==> src/rtl/coleco_pad_responder_pkg.sv <==
// Shared definitions for the ColecoVision pad responder: button bit positions,
// keypad pin codes, poll FSM states and the small decode helpers.
package coleco_pad_pkg;

    localparam int BTN_B     = 0;
    localparam int BTN_Y     = 1;
    localparam int BTN_SEL   = 2;
    localparam int BTN_START = 3;
    localparam int BTN_UP    = 4;
    localparam int BTN_DOWN  = 5;
    localparam int BTN_LEFT  = 6;
    localparam int BTN_RIGHT = 7;
    localparam int BTN_A     = 8;
    localparam int BTN_X     = 9;
    localparam int BTN_L     = 10;
    localparam int BTN_R     = 11;

    // Active-low {P3,P2,P1,P0} nibbles the console's keypad scan expects.
    localparam logic [3:0] KP_NONE = 4'hF;
    localparam logic [3:0] KP_1    = 4'hD;
    localparam logic [3:0] KP_2    = 4'h7;
    localparam logic [3:0] KP_3    = 4'hC;
    localparam logic [3:0] KP_4    = 4'h2;
    localparam logic [3:0] KP_STAR = 4'h9;
    localparam logic [3:0] KP_HASH = 4'h6;

    typedef enum logic [1:0] {
        ST_IDLE,
        ST_LATCH,
        ST_SHIFT,
        ST_COMMIT
    } pad_state_e;

    function automatic logic [3:0] keypad_code(input logic [11:0] btn);
        logic [3:0] code;
        code = KP_NONE;
        if (btn[BTN_X])          code = KP_1;
        else if (btn[BTN_Y])     code = KP_2;
        else if (btn[BTN_L])     code = KP_3;
        else if (btn[BTN_R])     code = KP_4;
        else if (btn[BTN_SEL])   code = KP_STAR;
        else if (btn[BTN_START]) code = KP_HASH;
        return code;
    endfunction

    // Opposing directions held together cancel out, as on a real stick.
    function automatic logic [11:0] mask_dirs(input logic [11:0] btn);
        logic [11:0] m;
        m = btn;
        if (btn[BTN_UP] && btn[BTN_DOWN]) begin
            m[BTN_UP]   = 1'b0;
            m[BTN_DOWN] = 1'b0;
        end
        if (btn[BTN_LEFT] && btn[BTN_RIGHT]) begin
            m[BTN_LEFT]  = 1'b0;
            m[BTN_RIGHT] = 1'b0;
        end
        return m;
    endfunction

endpackage

==> src/rtl/coleco_pad_responder_if.sv <==
// Pin bundle between the console glue, the serial gamepad and the responder.
interface coleco_pad_responder_if;
    logic        arm_n;
    logic        fire_n;
    logic        pad_data;
    logic        pad_latch;
    logic        pad_clk;
    logic [5:0]  ctrl_p;
    logic        pad_valid;
    logic [11:0] buttons;

    modport master (
        output arm_n, fire_n, pad_data,
        input  pad_latch, pad_clk, ctrl_p, pad_valid, buttons
    );

    modport slave (
        input  arm_n, fire_n, pad_data,
        output pad_latch, pad_clk, ctrl_p, pad_valid, buttons
    );
endinterface

==> src/rtl/coleco_pad_serial.sv <==
// Polls the SNES-style pad: latch pulse, 16 shift clocks, then commits the
// decoded button state once per frame.
module coleco_pad_serial
    import coleco_pad_pkg::*;
#(
    parameter int HALF_DIV = 21,
    parameter int POLL_DIV = 59659
) (
    input  logic        clk,
    input  logic        rst,
    input  logic        pad_data_i,
    output logic        pad_latch_o,
    output logic        pad_clk_o,
    output logic [11:0] buttons_o,
    output logic        pad_valid_o
);
    localparam int PW = $clog2(POLL_DIV);
    localparam int TW = $clog2(2 * HALF_DIV);
    localparam logic [PW-1:0] POLL_LAST = PW'(POLL_DIV - 1);
    localparam logic [TW-1:0] TMR_LAST  = TW'(2 * HALF_DIV - 1);
    localparam logic [TW-1:0] TMR_HALF  = TW'(HALF_DIV);

    pad_state_e    state_q, state_d;
    logic [PW-1:0] poll_cnt_q, poll_cnt_d;
    logic [TW-1:0] tmr_q, tmr_d;
    logic [3:0]    bit_idx_q, bit_idx_d;
    logic [15:0]   shreg_q, shreg_d;
    logic          pad_latch_q, pad_latch_d;
    logic          pad_clk_q, pad_clk_d;
    logic [11:0]   buttons_q, buttons_d;
    logic          pad_valid_q, pad_valid_d;
    logic [1:0]    data_sync_q;

    always_ff @(posedge clk or posedge rst) begin
        if (rst) begin
            state_q     <= ST_IDLE;
            poll_cnt_q  <= '0;
            tmr_q       <= '0;
            bit_idx_q   <= '0;
            shreg_q     <= '1;
            pad_latch_q <= 1'b0;
            pad_clk_q   <= 1'b1;
            buttons_q   <= '0;
            pad_valid_q <= 1'b0;
            data_sync_q <= 2'b11;
        end else begin
            state_q     <= state_d;
            poll_cnt_q  <= poll_cnt_d;
            tmr_q       <= tmr_d;
            bit_idx_q   <= bit_idx_d;
            shreg_q     <= shreg_d;
            pad_latch_q <= pad_latch_d;
            pad_clk_q   <= pad_clk_d;
            buttons_q   <= buttons_d;
            pad_valid_q <= pad_valid_d;
            data_sync_q <= {data_sync_q[0], pad_data_i};
        end
    end

    always_comb begin
        state_d     = state_q;
        poll_cnt_d  = (poll_cnt_q == POLL_LAST) ? '0 : poll_cnt_q + 1'b1;
        tmr_d       = tmr_q;
        bit_idx_d   = bit_idx_q;
        shreg_d     = shreg_q;
        pad_latch_d = pad_latch_q;
        pad_clk_d   = pad_clk_q;
        buttons_d   = buttons_q;
        pad_valid_d = pad_valid_q;
        unique case (state_q)
            ST_IDLE: begin
                if (poll_cnt_q == POLL_LAST) begin
                    state_d     = ST_LATCH;
                    pad_latch_d = 1'b1;
                    tmr_d       = '0;
                end
            end
            ST_LATCH: begin
                if (tmr_q == TMR_LAST) begin
                    state_d     = ST_SHIFT;
                    pad_latch_d = 1'b0;
                    tmr_d       = '0;
                    bit_idx_d   = '0;
                end else begin
                    tmr_d = tmr_q + 1'b1;
                end
            end
            ST_SHIFT: begin
                tmr_d = tmr_q + 1'b1;
                // Sample at the start of each bit, half a period after the rising edge.
                if (tmr_q == '0) begin
                    shreg_d[bit_idx_q] = data_sync_q[1];
                    pad_clk_d          = 1'b0;
                end
                if (tmr_q == TMR_HALF) pad_clk_d = 1'b1;
                if (tmr_q == TMR_LAST) begin
                    tmr_d = '0;
                    if (bit_idx_q == 4'd15) state_d = ST_COMMIT;
                    else                    bit_idx_d = bit_idx_q + 1'b1;
                end
            end
            ST_COMMIT: begin
                state_d = ST_IDLE;
                // A genuine pad always shifts out ones after its twelve buttons.
                if (&shreg_q[15:12]) begin
                    buttons_d   = mask_dirs(~shreg_q[11:0]);
                    pad_valid_d = 1'b1;
                end else begin
                    buttons_d   = '0;
                    pad_valid_d = 1'b0;
                end
            end
            default: state_d = ST_IDLE;
        endcase
    end

    assign pad_latch_o = pad_latch_q;
    assign pad_clk_o   = pad_clk_q;
    assign buttons_o   = buttons_q;
    assign pad_valid_o = pad_valid_q;

endmodule

==> src/rtl/coleco_pad_responder.sv <==
// Controller-side responder: synchronizes the two commons from the glue and
// drives the six active-low pins from the last committed pad frame.
module coleco_pad_responder
    import coleco_pad_pkg::*;
#(
    parameter int HALF_DIV = 21,
    parameter int POLL_DIV = 59659
) (
    input  logic                   clk,
    input  logic                   rst,
    coleco_pad_responder_if.slave  bus
);
    logic [11:0] btn;
    logic [1:0]  meta_q;
    logic [1:0]  sync_q;
    logic [5:0]  ctrl_q, ctrl_d;
    logic        sa, sf;

    coleco_pad_serial #(
        .HALF_DIV (HALF_DIV),
        .POLL_DIV (POLL_DIV)
    ) u_serial (
        .clk         (clk),
        .rst         (rst),
        .pad_data_i  (bus.pad_data),
        .pad_latch_o (bus.pad_latch),
        .pad_clk_o   (bus.pad_clk),
        .buttons_o   (btn),
        .pad_valid_o (bus.pad_valid)
    );

    // Bit 0 carries arm_n, bit 1 fire_n; both idle high.
    always_ff @(posedge clk or posedge rst) begin
        if (rst) begin
            meta_q <= 2'b11;
            sync_q <= 2'b11;
            ctrl_q <= 6'h3F;
        end else begin
            meta_q <= {bus.fire_n, bus.arm_n};
            sync_q <= meta_q;
            ctrl_q <= ctrl_d;
        end
    end

    assign sa = sync_q[0];
    assign sf = sync_q[1];

    always_comb begin
        ctrl_d = 6'h3F;
        if (!sf) begin
            ctrl_d = {~btn[BTN_B], 1'b1, ~btn[BTN_LEFT], ~btn[BTN_DOWN],
                      ~btn[BTN_RIGHT], ~btn[BTN_UP]};
        end else if (!sa) begin
            ctrl_d = {~btn[BTN_A], 1'b1, keypad_code(btn)};
        end
    end

    assign bus.ctrl_p  = ctrl_q;
    assign bus.buttons = btn;

endmodule

==> src/flat_wrapper.sv <==
// flat-port wrapper written by rule: the top's interface ports become plain ports
module coleco_pad_responder_flat import coleco_pad_pkg::*;
#(
    parameter int HALF_DIV = 21,
    parameter int POLL_DIV = 59659
)
  (clk, rst, bus_arm_n, bus_fire_n, bus_pad_data, bus_pad_latch, bus_pad_clk, bus_ctrl_p, bus_pad_valid, bus_buttons);
  coleco_pad_responder_if bus_i ();
  input  logic clk;
  input  logic rst;
  input wire logic [$bits(bus_i.arm_n)-1:0] bus_arm_n;
  input wire logic [$bits(bus_i.fire_n)-1:0] bus_fire_n;
  input wire logic [$bits(bus_i.pad_data)-1:0] bus_pad_data;
  output wire logic [$bits(bus_i.pad_latch)-1:0] bus_pad_latch;
  output wire logic [$bits(bus_i.pad_clk)-1:0] bus_pad_clk;
  output wire logic [$bits(bus_i.ctrl_p)-1:0] bus_ctrl_p;
  output wire logic [$bits(bus_i.pad_valid)-1:0] bus_pad_valid;
  output wire logic [$bits(bus_i.buttons)-1:0] bus_buttons;
  assign bus_i.arm_n = bus_arm_n;
  assign bus_i.fire_n = bus_fire_n;
  assign bus_i.pad_data = bus_pad_data;
  assign bus_pad_latch = bus_i.pad_latch;
  assign bus_pad_clk = bus_i.pad_clk;
  assign bus_ctrl_p = bus_i.ctrl_p;
  assign bus_pad_valid = bus_i.pad_valid;
  assign bus_buttons = bus_i.buttons;
  coleco_pad_responder #(.HALF_DIV(HALF_DIV), .POLL_DIV(POLL_DIV)) u_core (.clk(clk), .rst(rst), .bus(bus_i));
endmodule
==> config.mk <==
export PLATFORM = sky130hd
export DESIGN_NAME = coleco_pad_responder_flat
export DESIGN_NICKNAME = d
export VERILOG_FILES = /design/src/rtl/coleco_pad_responder_pkg.sv /design/src/rtl/coleco_pad_responder_if.sv /design/src/rtl/coleco_pad_serial.sv /design/src/rtl/coleco_pad_responder.sv /design/src/flat_wrapper.sv
export SDC_FILE = /design/constraint.sdc
export NUM_CORES = 1
export LEC_CHECK = 0
export BUFFER_PORTS_ARGS = -buffer_cell sky130_fd_sc_hd__buf_4
export CAP_MARGIN = 0
export CORE_MARGIN = 2
export CORE_UTILIZATION = 56
export DETAILED_ROUTE_END_ITERATION = 8
export PLACE_DENSITY = 0.75
export SLEW_MARGIN = 20
export SYNTH_ARGS = -nofsm -noshare
export SYNTH_HDL_FRONTEND = slang
export SYNTH_SLANG_ARGS = --single-unit
export TNS_END_PERCENT = 10
==> constraint.sdc <==
create_clock -name clk -period 3.1 [get_ports clk]
set_input_delay 0.465 -clock clk [delete_from_list [all_inputs] [get_ports clk]]
set_output_delay 0.465 -clock clk [all_outputs]
set_load 0.005 [all_outputs]
* Word-level counts from Yosys, hierarchy flattened
Cells that the tools add are included.
** Operators by class
- Add/subtract/negate cells :: 3
- $mul :: 0
- Divide/modulo/power cells :: 0
- $lt $le $gt $ge :: 2
- Eq/ne operators :: 12
- Shift operators :: 0
- Multiplexer cells :: 33
- Bitwise logic cells :: 7
- Reduce and logical (&&, ||, !) cells :: 17
** Operators by type and width (number)
- two-way mux 4 bit :: 9
- two-way mux 6 bit :: 4
- adder 16 x 1 -> 16 bit, second input constant :: 1
- bitwise mux 16 bit :: 1
- equality test 16 bit, second input constant :: 1
- two-way mux 16 bit :: 1
- two-way mux 12 bit :: 1
- two-way mux 2 bit :: 6
- inverter 12 bit :: 1
- case mux 6 bit (2 select lines) :: 1
- AND reduction 4 bit :: 3
- != test 2 bit, second input constant :: 5
- case mux 2 bit (4 select lines) :: 1
- case mux 4 bit (2 select lines) :: 1
- nonzero test 2 bit :: 4
- adder 6 x 1 -> 6 bit, second input constant :: 1
- equality test 6 x 5 -> 1 bit, second input constant :: 1
- equality test 6 bit, second input constant :: 1
- logical NOT 6 bit :: 1
- two-way mux 1 bit :: 6
- inverter 1 bit :: 6
- AND reduction 2 bit :: 3
- < comparator 4 x 5 -> 1 bit, second input constant :: 1
- adder 4 x 1 -> 4 bit, second input constant :: 1
- other kinds (10) :: 13
** Word-level totals
- Flip-flop bits (word level) :: 71
- Latch bits :: 0
- RAM bits :: 0
- ROM bits :: 0
- Word-level logic and storage cells :: 87
- Memories :: 0

* Longest topological paths before layout
Gate-level depths: netlist of run 1.
- Depth after elaboration :: 8
- Gate-level depth with buffers :: 7
- Mapped depth without buffers :: 6

* Hierarchy
A second synthesis of run 1 with hierarchy kept.
** Second synthesis, totals
- Cells, all modules :: 325
- Area total of the unflattened synthesis :: 3432.0 µm²
** Modules (own cells, without submodules)
- coleco_pad_serial :: instances 1, cells an instance 296, area an instance 3065.4 µm²
- coleco_pad_responder :: instances 1, cells an instance 29, area an instance 366.6 µm²

* Worst setup path after synthesis of run 1
No wires, ideal clock.
- Path kind :: flip-flop to flip-flop
- Start point :: reg u_core.u_serial.poll_cnt_q[12]
- End point :: reg u_core.u_serial.pad_latch_q, in the netlist u_core.u_serial.pad_latch_o
- Data arrival time :: 2048 ps
- Data required time :: 2979 ps
- Setup slack :: 931 ps
- Cell stages (with the launch flop) :: 5
- Period minus slack after synthesis :: 2169 ps
- Cell sequence :: dfrtp_1 -> or4b_4 -> nor4_4 -> mux2_2 -> a22o_1
** Between the ends
- Word-level cells in the longest chain between the ends :: 3
** Ends and longest elaborated chain
- start: declaration :: line coleco_pad_serial.sv:24 : logic [PW-1:0] poll_cnt_q, poll_cnt_d;
- start signal: assignment :: line coleco_pad_serial.sv:48 : poll_cnt_q <= poll_cnt_d;
- equality test 16 bit :: line coleco_pad_serial.sv:72 : if (poll_cnt_q == POLL_LAST) begin
- != test 2 bit (no source line)
- AND reduction 3 bit (no source line)
- end signal: assignment :: line coleco_pad_serial.sv:52 : pad_latch_q <= pad_latch_d;
- end: declaration :: line coleco_pad_serial.sv:28 : logic pad_latch_q, pad_latch_d;
Every way passes these cells.
A chain may end at the register's enable or synchronous reset.

* Worst setup path after layout of run 1
- Start point :: reg u_core.u_serial.state_q[0]
- End point :: reg u_core.u_serial.shreg_q[6]
** Between the ends
- Word-level cells in the longest chain between the ends :: 2
** Ends and longest elaborated chain
- start: declaration :: line coleco_pad_serial.sv:23 : pad_state_e state_q, state_d;
- start signal: assignment :: line coleco_pad_serial.sv:47 : state_q <= state_d;
- equality test 2 bit :: line coleco_pad_serial.sv:70 : unique case (state_q)
- AND reduction 2 bit (no source line)
- end signal: assignment :: line coleco_pad_serial.sv:51 : shreg_q <= shreg_d;
- end: declaration :: line coleco_pad_serial.sv:27 : logic [15:0] shreg_q, shreg_d;
Every way passes these cells.

==> results of run 1 <==
==> worst paths after layout <==
path	to	slack (ps)	depth (start not counted)
setup / recovery	u_core.u_serial.shreg_q[6]	660	6
hold / removal	u_core.u_serial.buttons_o[4]	60	2
setup reg to reg	u_core.u_serial.shreg_q[6]	660	6
hold reg to reg	u_core.u_serial.data_sync_q[1]	360	0
max in group asynchronous	u_core.u_serial.shreg_q[11]	2310	3
min in group clk	u_core.u_serial.data_sync_q[0]	220	1
==> routing by layer <==
layer	part of all wire [%]	vias to the layer above
li1	-	1151
met1	46	1161
met2	49	52
met3	3.8	6
met4	1.1	0
met5	0	-
==> cell usage after synthesis (2+ instances only) <==
cell / number
inv_1: 35
and4_1: 2
a221o_1: 4
and3_1: 6
a211oi_1: 2
a31oi_1: 3
o22a_1: 2
nand2_1: 28
or3b_2: 2
a21oi_1: 5
nand4_1: 6
nor2_1: 19
buf_4: 2
xnor2_1: 8
xor2_1: 5
o21ai_0: 8
mux2_2: 18
mux2i_1: 4
a22o_1: 3
nor4_1: 3
dfstp_2: 28
o32ai_1: 4
or4b_4: 2
ha_1: 14
nand3_1: 13
clkbuf_1: 6
o22ai_1: 8
dfrtp_1: 42
nor3_1: 8
==> state kept, by name, summed over array words and instances (netlist names) <==
name                         count
u_core.u_serial.buttons_o       12
u_core.sync_q                    2
u_core.u_serial.bit_idx_q        4
u_core.u_serial.pad_valid_o      1
u_core.u_serial.tmr_q            6
u_core.u_serial.data_sync_q      2
u_core.u_serial.poll_cnt_q      16
u_core.u_serial.state_q          2
u_core.u_serial.shreg_q         16
u_core.u_serial.pad_clk_o        1
u_core.bus.ctrl_p                5
u_core.u_serial.pad_latch_o      1
u_core.meta_q                    2
==> cell type report <==
cell class              instances  share of cell area [%]
multi-input cells             198                    36.7
flip-flops and latches         70                    45.9
well taps                      75                    2.41
clock inverters                 5                    2.73
inverters                      35                    3.38
clock buffers                  11                    3.63
repair buffers                 27                    5.21
==> through the flow <==
step                      area (um^2)  hold WS [ps]  std cells  worst slack, ps
after CTS                        3890          59.2        421              627
after global routing             3890          66.5        421              527
final                            3890          57.4        421              663
after detailed placement         3640           347        405              648
after floorplan                  3390           345        311              913
after global placement           3640           346        405              728
==> kinds of logic after synthesis <==
logic type / after synthesis / share of synthesized area, %
other cells: 1 / 0.111
flops: 70 / 52.8
buf+inv: 43 / 4.99
mux: 22 / 7.17
compound gates: 46 / 10.3
xor+xnor: 13 / 3.36
simple gates: 102 / 16.2
fa+ha+maj: 14 / 5.17
==> worst max-delay path: stages (launching register included) <==
cell and delay (ps):
dfrtp_1 400, inv_1 130, ha_1 320, or3b_2 540, nor3_1 540, nand2_1 130, mux2_2 300
==> power breakdown <==
group | switching (mW) | internal (mW)
clock network | 0.345 | 0.558
registers | 0.00567 | 0.922
logic | 0.0195 | 0.00616
==> metrics.csv, run 1 <==
stage;metric;value;unit
cts;clock latency on the worst-skew pair;350;ps
synth;Synth area leaders;dfrtp_1 (31%), dfstp_2 (22%), mux2_2 (6.0%), ha_1 (5.2%), inv_1 (3.9%);
die;Die Wd;81.8;um
cts;Clock Sinks;70;
synth;Synth Warn #;0;
timing;skew final;7.85;ps
grt;first-pass GRT wire length;11100;um
worst_setup_path;required time of the critical path;3380;ps
synth;FFs w/ async S/R, synth;100;%
die;Core Area;0.00589;mm^2
power;pwr dens;477;mW/mm^2
grt;initial antenna violation count;0;
worst_setup_path;CP max FO;8;
die;# rows;28;
grt;GRT overflow;0;
final_layout;Final Util;66.1;%
detailed_routing;Vias per Instance;5.63;
timing;final-report setup violation count;0;
final_layout;commonest non-fill, non-tap cell in the layout;dfrtp_1;
worst_setup_path;CP Launch Point;u_core.u_serial.state_q[0];
final_layout;leading cell types in the layout, fill and taps excluded;dfrtp_1 (42), inv_1 (34), nand2_1 (28), dfstp_2 (28), buf_4 (27);
detailed_routing;WL final;6570;um
final_layout;ant diodes;0;
final_layout;P&R area growth vs syn;15.0;%
timing;worst slew pin tran;614;ps
synth;Mapped Cells;311;
timing;FMAX;410;MHz
synth;Avg Synthesized Cell Area;10.9;um^2
worst_setup_path;WP data arrival;2710;ps
synth;share of the synthesized area in the top cell type;31.0;%
cts;H-tree depth;3;
die;Die Footprint;0.00668;mm^2
synth;dominant synthesized flop cell;dfrtp_1;
detailed_routing;Via Count;2370;
synth;Post-Syn Area;0.00339;mm^2
worst_setup_path;CP endpoint kind;flip-flop;
flow_run;MaxCap Viol Count;0;
die;Die Span Y;81.8;um
synth;#FFs+latches synth;70;
cts;# hold bufs at CTS;0;
final_layout;share of cells above drive strength 1;28.6;%
grt;GR peak layer;met2;
grt;vias in the first global route;2317;
worst_setup_path;Worst setup SP type;flip-flop;
worst_setup_path;kind of critical path;flip-flop to flip-flop;
cts;clk buf depth;2;
synth;Post-synth EDFFs;0;
placement;DPL Wire Length;4580;um
grt;largest net degree at the start of global routing;33;
synth;area leader, netlist;dfrtp_1;
die;initial core utilization;57.5;%
final_layout;sequential cell area;0.00179;mm^2
timing;fin crit share;78.6;%
grt;M1 GR Usage;29.9;%
timing;worst rel slew slack;58.8;%
placement;Placer Congestion;0.794;
outcome;status;complete, no violations;
timing;max-slew violations;0;
placement;port bufs;24;
detailed_routing;drt pass-1 iters;4;
grt;met3 Usage GRT;4.95;%
timing;sum of negative setup slack;0;ps
synth;Syn Nets;330;
cts;CTS resizes;0;
final_layout;# fillers;452;
worst_setup_path;Critical R2R Launch;u_core.u_serial.state_q[0];
worst_hold_path;worst min path class;input pin to asynchronous set/reset pin;
power;Pleak;1.74;nW
power;Design Power;1.86;mW
timing;RSZ-0062 raised after global routing;no;
detailed_routing;drt drc;0;
cts;CTS buffer count;9;
synth;synth unique cells;50;
final_layout;fin nets;360;
detailed_routing;post-route ant nets;0;
cts;setup bufs post-CTS;0;
cts;clk root buf;clkbuf_8;
final_layout;Multi-input gate area;0.00143;mm^2
cts;Clk pin slew, worst setup/hold paths;80;ps
grt;total track usage;22.3;%
power;VDD IR-drop max;0.371;mV
timing;min cycle time layout;2440;ps
synth;register area share after synthesis;52.8;%
detailed_routing;DR iter-0 viols;107;
grt;M2 GR Usage;35.7;%
die;io pins;26;
timing;Hold Vio Cnt, Final;0;
cts;CTS tree;built;
detailed_routing;WL/cell;15.6;um
Note: power is estimated with default switching activity, not from simulation.
==> inputs of run 2 (changes only) <==
==> constraint.sdc (replaced) <==
create_clock -name clk -period 2.4 [get_ports clk]
set_input_delay 0.36 -clock clk [delete_from_list [all_inputs] [get_ports clk]]
set_output_delay 0.36 -clock clk [all_outputs]
set_load 0.005 [all_outputs]
==> run 2 against run 1 <==
Against the previous run:
- die area stayed put
- utilization is 0.40 points higher
- routed wire length is 4.1% higher
- non-clock buffer count is 5 higher
- cell area is 0.61% higher
- power is 22% higher
==> metrics.csv, run 2 (synthesis results as in run 1) <==
stage;metric;value;unit;change
outcome;status;complete, no violations;;
timing;max-slew violations;0;;unchanged
final_layout;ant diodes;0;;unchanged
die;# rows;28;;unchanged
cts;CTS buffer count;9;;unchanged
grt;initial antenna violation count;0;;unchanged
timing;worst slew pin tran;502;ps;-112 ps
grt;GRT overflow;0;;unchanged
cts;Clock Sinks;70;;unchanged
power;VDD IR-drop max;0.353;mV;-5.0%
worst_hold_path;worst min path class;input pin to flip-flop;;
die;initial core utilization;57.5;%;unchanged
detailed_routing;WL/cell;16.1;um;+2.9%
cts;clk buf depth;2;;unchanged
grt;total track usage;22.8;%;+0.48 points
die;io pins;26;;unchanged
detailed_routing;WL final;6840;um;+4.1%
final_layout;Final Util;66.5;%;+0.40 points
placement;Placer Congestion;0.836;;+5.2%
final_layout;share of cells above drive strength 1;29.6;%;+1.0 points
power;pwr dens;576;mW/mm^2;+21%
detailed_routing;post-route ant nets;0;;unchanged
grt;largest net degree at the start of global routing;60;;+82%
cts;clock latency on the worst-skew pair;350;ps;about the same
detailed_routing;Vias per Instance;5.76;;+2.4%
worst_setup_path;CP endpoint kind;flip-flop;;
placement;DPL Wire Length;4720;um;+3.1%
die;Core Area;0.00589;mm^2;unchanged
detailed_routing;DR iter-0 viols;159;;+49%
timing;final-report setup violation count;0;;unchanged
placement;port bufs;24;;unchanged
detailed_routing;Via Count;2455;;+3.6%
worst_setup_path;required time of the critical path;2680;ps;-700 ps
worst_setup_path;kind of critical path;flip-flop to flip-flop;;
power;Design Power;2.26;mW;+22%
timing;RSZ-0062 raised after global routing;no;;
timing;Hold Vio Cnt, Final;0;;unchanged
worst_setup_path;Worst setup SP type;flip-flop;;
cts;H-tree depth;3;;unchanged
placement;placed cell areas;0.00369;mm^2;+1.2%
final_layout;commonest non-fill, non-tap cell in the layout;dfrtp_1;;
power;Pleak;1.76;nW;+1.0%
placement;DP Worst Slack;110;ps;-538 ps
cts;CTS tree;built;;
timing;min cycle time layout;2140;ps;-293 ps
timing;fin crit share;89.3;%;+11 points
final_layout;# fillers;476;;+5.3%
placement;DP Cell Count;409;;+0.99%
flow_run;MaxCap Viol Count;0;;unchanged
final_layout;fin nets;365;;+1.4%
detailed_routing;drt pass-1 iters;4;;unchanged
worst_setup_path;CP max FO;6;;-2
cts;clk root buf;clkbuf_8;;
timing;Setup WS post-layout;256;ps;-407 ps
timing;FMAX;466;MHz;+14%
die;Die Span Y;81.8;um;unchanged
die;Die Footprint;0.00668;mm^2;unchanged
cts;setup bufs post-CTS;0;;unchanged
final_layout;leading cell types in the layout, fill and taps excluded;dfrtp_1 (42), inv_1 (34), buf_4 (30), nand2_1 (28), dfstp_2 (28);;
worst_setup_path;WP data arrival;2420;ps;-290 ps
final_layout;final instance area;0.00392;mm^2;+0.61%
die;Die Wd;81.8;um;unchanged
timing;worst rel slew slack;66.4;%;+7.7 points
final_layout;Final Non-Filler Cells;426;;+1.2%
detailed_routing;drt drc;0;;unchanged
cts;Clk pin slew, worst setup/hold paths;70;ps;about the same
timing;sum of negative setup slack;0;ps;unchanged
grt;first-pass GRT wire length;11500;um;+2.8%
timing;WHS;115;ps;+58.0 ps
grt;vias in the first global route;2431;;+4.9%
final_layout;P&R area growth vs syn;15.7;%;
timing;skew final;6.86;ps;-0.986 ps
[run 2: critical path, stage by stage, from the launching register on]
cell and delay (ps):
dfrtp_1 400, inv_1 130, ha_1 200, or3b_2 540
nor3_1 400, nand2_1 130, mux2_2 290
[run 2: final cells by class]
type                       count  area, um^2  share of cell area (%)
clock buffer                  10         128                    3.26
clock inverter                 6        86.3                    2.20
inverter                      35         131                    3.35
multi-input combinational    198        1440                    36.6
sequential                    70        1790                    45.6
tap                           75        93.8                    2.40
timing repair buffer          32         255                    6.52
[run 2: what timing repair did]
item	4_1_cts	5_1_grt
hold buffers	1	0
gates resized for setup	0	1
endpoints found under the setup margin	0	4
hold endpoints to repair	11	0
[run 2: final timing paths]
kind / start / to / slack (ps) / depth (start not counted)
max reg2reg: u_core.u_serial.state_q[0] / u_core.u_serial.shreg_q[11] / 260 / 6
max: u_core.u_serial.state_q[0] / u_core.u_serial.shreg_q[11] / 260 / 6
min in group asynchronous: rst / u_core.u_serial.poll_cnt_q[5] / 500 / 3
min reg2reg: u_core.u_serial.data_sync_q[0] / u_core.u_serial.data_sync_q[1] / 360 / 0
min: bus_fire_n / u_core.meta_q[1] / 120 / 1
max in group asynchronous: rst / u_core.u_serial.shreg_q[3] / 1270 / 4
[run 2: metal layers]
layer | part of all wire [%] | wire length [um] | track usage [%] | vias up
li1 | - | - | - | 1160
met3 | 3.8 | 259 | 5.82 | 15
met2 | 47 | 3240 | 35.4 | 59
met1 | 47 | 3180 | 30.0 | 1221
met5 | 0 | 0 | 0 | -
met4 | 2.2 | 152 | 10.3 | 0
[run 2: where the power goes]
part	switching (mW)	leakage (nW)	internal, mW
clock	0.441	0.106	0.583
sequential	0.00716	0.864	1.19
combinational	0.0254	0.791	0.0102
